**config.mk**
```make
export PLATFORM = sky130hd
export DESIGN_NAME = csr_counter_bank
export DESIGN_NICKNAME = d
export VERILOG_FILES = /design/src/rtl/csr_counter_pkg.sv /design/src/rtl/csr_counter_slice.sv /design/src/rtl/csr_counter_bank.sv
export SDC_FILE = /design/constraint.sdc
export NUM_CORES = 2
export LEC_CHECK = 0
export BUFFER_PORTS_ARGS = -buffer_cell sky130_fd_sc_hd__buf_2
export CAP_MARGIN = 10
export CORE_ASPECT_RATIO = 0.6
export CORE_UTILIZATION = 30
export CTS_CLUSTER_DIAMETER = 120
export DETAILED_ROUTE_END_ITERATION = 8
export HOLD_SLACK_MARGIN = 0.06
export SYNTH_ARGS = -nofsm -noshare
export SYNTH_HDL_FRONTEND = slang
export SYNTH_SLANG_ARGS = --single-unit
```
**constraint.sdc**
```tcl
create_clock -name clk -period 7.5 [get_ports clk]
set_input_delay 0.75 -clock clk [delete_from_list [all_inputs] [get_ports clk]]
set_output_delay 0.75 -clock clk [all_outputs]
set_load 0.01 [all_outputs]
```
**src/rtl/csr_counter_pkg.sv**
```systemverilog
// Address map and shared types for the performance-counter bank.
package csr_counter_pkg;

    localparam logic [11:0] CSR_MCYCLE           = 12'hB00;
    localparam logic [11:0] CSR_MINSTRET         = 12'hB02;
    localparam logic [11:0] CSR_MHPMCOUNTER_BASE = 12'hB00;
    localparam logic [11:0] CSR_MHPMEVENT_BASE   = 12'h320;
    localparam logic [11:0] CSR_MCOUNTINHIBIT    = 12'h320;
    localparam logic [11:0] CSR_USER_SHADOW_OFS  = 12'h100;
    localparam logic [11:0] CSR_HI_OFS           = 12'h080;

    // Every counter group occupies a 32-entry block; the low 5 address bits are the index.
    localparam logic [11:0] CSR_BLOCK_MASK       = 12'hFE0;
    localparam int          HPM_FIRST            = 3;

    typedef logic [4:0] event_sel_t;

    function automatic logic ctr_implemented(input logic [4:0] idx, input int num_hpm);
        return (idx == 5'(CSR_MCYCLE - CSR_MHPMCOUNTER_BASE))
            || (idx == 5'(CSR_MINSTRET - CSR_MHPMCOUNTER_BASE))
            || ((int'(idx) >= HPM_FIRST) && (int'(idx) < HPM_FIRST + num_hpm));
    endfunction

endpackage

```
**src/rtl/csr_counter_slice.sv**
```systemverilog
// One counter of the bank: 32-bit half writes take priority over the increment.
// Increments wrap silently at 2^COUNTER_W-1.
module csr_counter_slice #(
    parameter int COUNTER_W = 64
) (
    input  logic        clk,
    input  logic        rst,
    input  logic        inc,
    input  logic        we_lo,
    input  logic        we_hi,
    input  logic [31:0] wdata,
    output logic [31:0] lo,
    output logic [31:0] hi
);

    logic [COUNTER_W-1:0] cnt;

    always_ff @(posedge clk) begin
        if (rst) begin
            cnt <= '0;
        end else if (we_lo || we_hi) begin
            if (we_lo) cnt[31:0] <= wdata;
            if (we_hi) cnt[COUNTER_W-1:32] <= wdata[COUNTER_W-33:0];
        end else if (inc) begin
            cnt <= cnt + COUNTER_W'(1);
        end
    end

    assign lo = cnt[31:0];
    assign hi = 32'(cnt[COUNTER_W-1:32]);

endmodule

```
**src/rtl/csr_counter_bank.sv**
```systemverilog
// mcycle / minstret / mhpmcounterN bank with event selectors and mcountinhibit.
// Reads are combinational; writes and increments land on the next clock edge.
module csr_counter_bank
    import csr_counter_pkg::*;
#(
    parameter int NUM_HPM    = 4,
    parameter int NUM_EVENTS = 8,
    parameter int COUNTER_W  = 64
) (
    input  logic                  clk,
    input  logic                  rst,
    input  logic                  ins_exe,
    input  logic [NUM_EVENTS-1:0] events,
    input  logic                  csr_we,
    input  logic [11:0]           csr_addr,
    input  logic [31:0]           csr_wdata,
    output logic [31:0]           csr_rdata,
    output logic                  csr_hit
);

    localparam int          IDX_CYCLE   = int'(CSR_MCYCLE - CSR_MHPMCOUNTER_BASE);
    localparam int          IDX_INSTRET = int'(CSR_MINSTRET - CSR_MHPMCOUNTER_BASE);
    localparam logic [31:0] INH_MASK    = 32'h5 | 32'(((64'd1 << NUM_HPM) - 64'd1) << 3);

    logic [11:0] blk;
    logic [4:0]  idx;
    logic        sel_m_lo, sel_m_hi, sel_u_lo, sel_u_hi, sel_evt, sel_inh, ctr_ok;
    logic        wr_lo, wr_hi;

    assign blk      = csr_addr & CSR_BLOCK_MASK;
    assign idx      = csr_addr[4:0];
    assign ctr_ok   = ctr_implemented(idx, NUM_HPM);
    assign sel_m_lo = (blk == CSR_MHPMCOUNTER_BASE);
    assign sel_m_hi = (blk == CSR_MHPMCOUNTER_BASE + CSR_HI_OFS);
    assign sel_u_lo = (blk == CSR_MHPMCOUNTER_BASE + CSR_USER_SHADOW_OFS);
    assign sel_u_hi = (blk == CSR_MHPMCOUNTER_BASE + CSR_USER_SHADOW_OFS + CSR_HI_OFS);
    assign sel_inh  = (csr_addr == CSR_MCOUNTINHIBIT);
    assign sel_evt  = (blk == CSR_MHPMEVENT_BASE) && (int'(idx) >= HPM_FIRST) && ctr_ok;
    assign wr_lo    = csr_we && sel_m_lo && ctr_ok;
    assign wr_hi    = csr_we && sel_m_hi && ctr_ok;

    event_sel_t  evt_q [32];
    logic [31:0] inh_q;
    logic [31:0] ev_ext;

    // Bit 0 is a hard zero so selector 0 never counts; selectors past NUM_EVENTS hit zero padding.
    assign ev_ext = 32'({events, 1'b0});

    always_ff @(posedge clk) begin
        if (rst) begin
            inh_q <= '0;
            for (int i = 0; i < 32; i++) evt_q[i] <= '0;
        end else if (csr_we) begin
            if (sel_inh) inh_q <= csr_wdata & INH_MASK;
            for (int i = 0; i < 32; i++) begin
                if (sel_evt && (idx == 5'(i))) evt_q[i] <= csr_wdata[4:0];
            end
        end
    end

    logic [31:0] ctr_lo [32];
    logic [31:0] ctr_hi [32];

    for (genvar n = 0; n < 32; n++) begin : g_ctr
        if (n == IDX_CYCLE || n == IDX_INSTRET
            || (n >= HPM_FIRST && n < HPM_FIRST + NUM_HPM)) begin : g_impl
            logic inc;
            if (n == IDX_CYCLE) begin : g_cyc
                assign inc = !inh_q[n];
            end else if (n == IDX_INSTRET) begin : g_ret
                assign inc = ins_exe && !inh_q[n];
            end else begin : g_hpm
                assign inc = ev_ext[evt_q[n]] && !inh_q[n];
            end

            csr_counter_slice #(.COUNTER_W(COUNTER_W)) u_slice (
                .clk   (clk),
                .rst   (rst),
                .inc   (inc),
                .we_lo (wr_lo && (idx == 5'(n))),
                .we_hi (wr_hi && (idx == 5'(n))),
                .wdata (csr_wdata),
                .lo    (ctr_lo[n]),
                .hi    (ctr_hi[n])
            );
        end else begin : g_none
            assign ctr_lo[n] = '0;
            assign ctr_hi[n] = '0;
        end
    end

    always_comb begin
        csr_hit   = 1'b0;
        csr_rdata = '0;
        if ((sel_m_lo || sel_u_lo) && ctr_ok) begin
            csr_hit   = 1'b1;
            csr_rdata = ctr_lo[idx];
        end else if ((sel_m_hi || sel_u_hi) && ctr_ok) begin
            csr_hit   = 1'b1;
            csr_rdata = ctr_hi[idx];
        end else if (sel_inh) begin
            csr_hit   = 1'b1;
            csr_rdata = inh_q;
        end else if (sel_evt) begin
            csr_hit   = 1'b1;
            csr_rdata = 32'(evt_q[idx]);
        end
    end

endmodule

```
==> flow_metrics.tcl <==
set metrics [dict create \
    ys_async_sr_fraction_pct 0 \
    synth_edf_count 80 \
    cp.arrival_ns 3.90 \
    switching_share_pct 28.2 \
    path_common_cell "o21ai_0" \
    fmax_mhz 215 \
    hold_violations 0 \
    final_cell_mix "481 x a21oi_1, 446 x nand2_1, 390 x dfxtp_1" \
    dp_cells 5672 \
    synthTopCellsByArea "dfxtp_1 24%, a21oi_1 7.3%, edfxtp_1 7.2%" \
    netSwitchingPower_uw 1760 \
    final_max_slew_viol_count 0 \
    rsz0062_at_grt "no" \
    worstPathRequired_ns 6.75 \
    grt_max_degree 153 \
    drive_above_1_share_pct 10.6 \
    postLayoutSetupSlackWorst_ns 2.85 \
    finalClockSkew_ns 0.0349 \
    dieArea_um2 112000 \
    critPathKind "input pin to output port" \
    clock_power_share_pct 49.2 \
    wl_mm 187 \
    cts_resized 0 \
    syn_inst 4375 \
    avgSynthCellArea_um2 7.59 \
    tightest_slew_ns 1.27 \
    nFillCells 11600 \
    drc 0 \
    synth_cell_types 110 \
    grt_usage_pct 31.9 \
    maxCapViolCount 0 \
    rows 94 \
    io_pins 89 \
    cts_hold_buffers 0 \
    dr_total_vias 38800 \
    fin_crit_ns 4.65 \
    ys_ff_latch 470 \
    cts.sinks 470 \
    h-tree-depth 2 \
    powerDensity_nw_per_um2 169 \
    final_common_cell "a21oi_1" \
    fin_cells 5795 \
    hpwl_mm 135 \
    ys_seq_area_share_pct 30.7 \
    synth_top_area_share_pct 23.5 \
    grt_pass1_wl_mm 258 \
    io_buffer_count 88 \
    synth_top_area_cell "dfxtp_1" \
    cp-end-kind "output port" \
    min_period_over_period_pct 62.1 \
    detail_route.iter0.violations 7364 \
    avgViaCountPerCell 6.70 \
    drt-wirelength-per-cell_um 32.3 \
    slowest_stage "buf_4" \
    cts_tree "yes" \
    status "finished, final reports clean" \
    cp-start-kind "input pin" \
    place.gp.congestion 1.06 \
    ys_warn_count 0 \
    gr-total-overflow 0 \
    fin_setup_tns_ns 0 \
    setup_viol 0 \
    ys.flop_type "dfxtp_1" \
    fin_util_pct 33.6 \
    insertion_delay_ns 0.69 \
    max-clock-path-buffers 3 \
    critPathMaxStageDelay_ns 0.85 \
    die_w_um 432 \
    post_cts_buffers 0 \
    peakVddDrop_mv 0.183 \
    core_region_area_um2 110000 \
    cts_buffers 52 \
    maxSlewHeadroom_pct 13.9 \
    drtPass1Iterations 9 \
    pre_cts_ws_ns 2.65 \
    drtAntennaViolNets 0 \
    synthToLayoutAreaGrowth_pct 10.8 \
    p_leak_uw 0.0112 \
    die_h_um 260 \
    grt_pass1_vias 32600 \
    comb_power_share_pct 8.5 \
    clk_pin_slew_ns 0.07 \
    p_seq_share_pct 42.2 \
    hp-class "input pin to register" \
    path_cells "buf_6 -> buf_4 -> o21ai_0 -> a22oi_1 -> o22ai_1 -> o21ai_0 -> nor2_1 -> buf_2" \
    clockRootBuffer "clkbuf_16" \
    syn_area_um2 33200 \
    antenna_found_initial 20 \
    p_int_uw 4480 \
    crit_path_max_fanout 65 \
    start_util_pct 30.3 \
    nets 4305 \
]
-- registers in the layout (all words and copies together) (netlist names) --
signal and cells:
evt_q 80, inh_q 6, g_ctr.g_impl.u_slice.cnt 384
-- worst max-delay path: cells and delay by family --
family          cells  cell delay, ns
simple gates        1            0.11
compound gates      4            1.54
buf+inv             3            1.39
-- power by group through the flow --
stage,Combinational (uW),Sequential (uW),Clock (uW)
final,533,2630,3070
after global routing,537,2640,3160
after CTS,502,2630,3070
after detailed placement,501,2690,0
after global placement,498,2690,0
after floorplan,284,2670,0
-- Yosys cell counts (40+ instances only) --
cell type	number
and2_1	59
nand2_1	447
o31ai_1	54
nor4_1	65
dfxtp_1	390
a22oi_1	80
clkbuf_1	309
nand3_1	185
edfxtp_1	80
buf_2	82
nor3_1	119
o22ai_1	64
mux2i_1	64
a21o_1	57
a31oi_1	49
o21ai_0	359
inv_1	40
nand4_1	165
and4_1	70
and3_1	104
a21oi_1	482
a211oi_1	102
mux2_2	56
nor2_1	298
-- path summary, 6_finish.rpt --
| check | startpoint | end | slack, ns | cells after the start |
|---|---|---|---|---|
| min reg2reg | inh_q[2]$_SDFFE_PP0P_ | inh_q[2]$_SDFFE_PP0P_ | 0.49 | 2 |
| max reg2reg | evt_q[4][0]$_SDFFCE_PN0P_ | g_ctr[4].g_impl.u_slice.cnt[2]$_SDFFE_PP0P_ | 3.78 | 6 |
| max | csr_addr[0] | csr_rdata[31] | 2.85 | 8 |
| min | csr_we | inh_q[2]$_SDFFE_PP0P_ | 0.47 | 3 |
-- final cells by class --
class	count	area, um2	area share, %
Antenna cell	20	50.0	0.136
Clock buffer	64	1450	3.93
Clock inverter	34	512	1.39
Inverter	40	151	0.411
Multi-Input combinational cell	3507	21400	58.2
Sequential cell	470	10200	27.7
Tap cell	1488	1860	5.06
Timing Repair Buffer	172	1140	3.10
-- per-layer routing --
layer  GRT usage (%)  vias up  part of all wire [%]  wire (um)
met5               0        -                 0.053         99
met4            9.02       16                   3.1       5740
met3            18.5      374                    19      35800
met2            37.6     3121                    35      65100
met1            46.5    18800                    43      80100
li1                -    16500                     -          -
-- kinds of logic (layout without fill, tap and decap cells) --
kind of cell | after synthesis | after routing | share of synthesized area, %
xor gates and xnor gates | 19 | 19 | 0.501
and+or+nand+nor | 1707 | 1707 | 27.0
other | 1 | 80 | 0.0113
adders and majority gates | 6 | 6 | 0.226
DFF | 470 | 470 | 30.7
AOI/OAI and AO/OA | 1567 | 1567 | 30.1
muxes | 148 | 148 | 5.73
buffers and inverters | 457 | 310 | 5.67
-- through the flow --
step / hold slack, ns / cell area (um2) / power (uW)
floorplan: 0.447 / 33400 / 2960
global placement: 0.471 / 34700 / 3190
detailed placement: 0.475 / 34700 / 3190
CTS: 0.454 / 36700 / 6200
global route: 0.496 / 36800 / 6340
finish: 0.474 / 36800 / 6240
(Power assumes the default switching activity.)
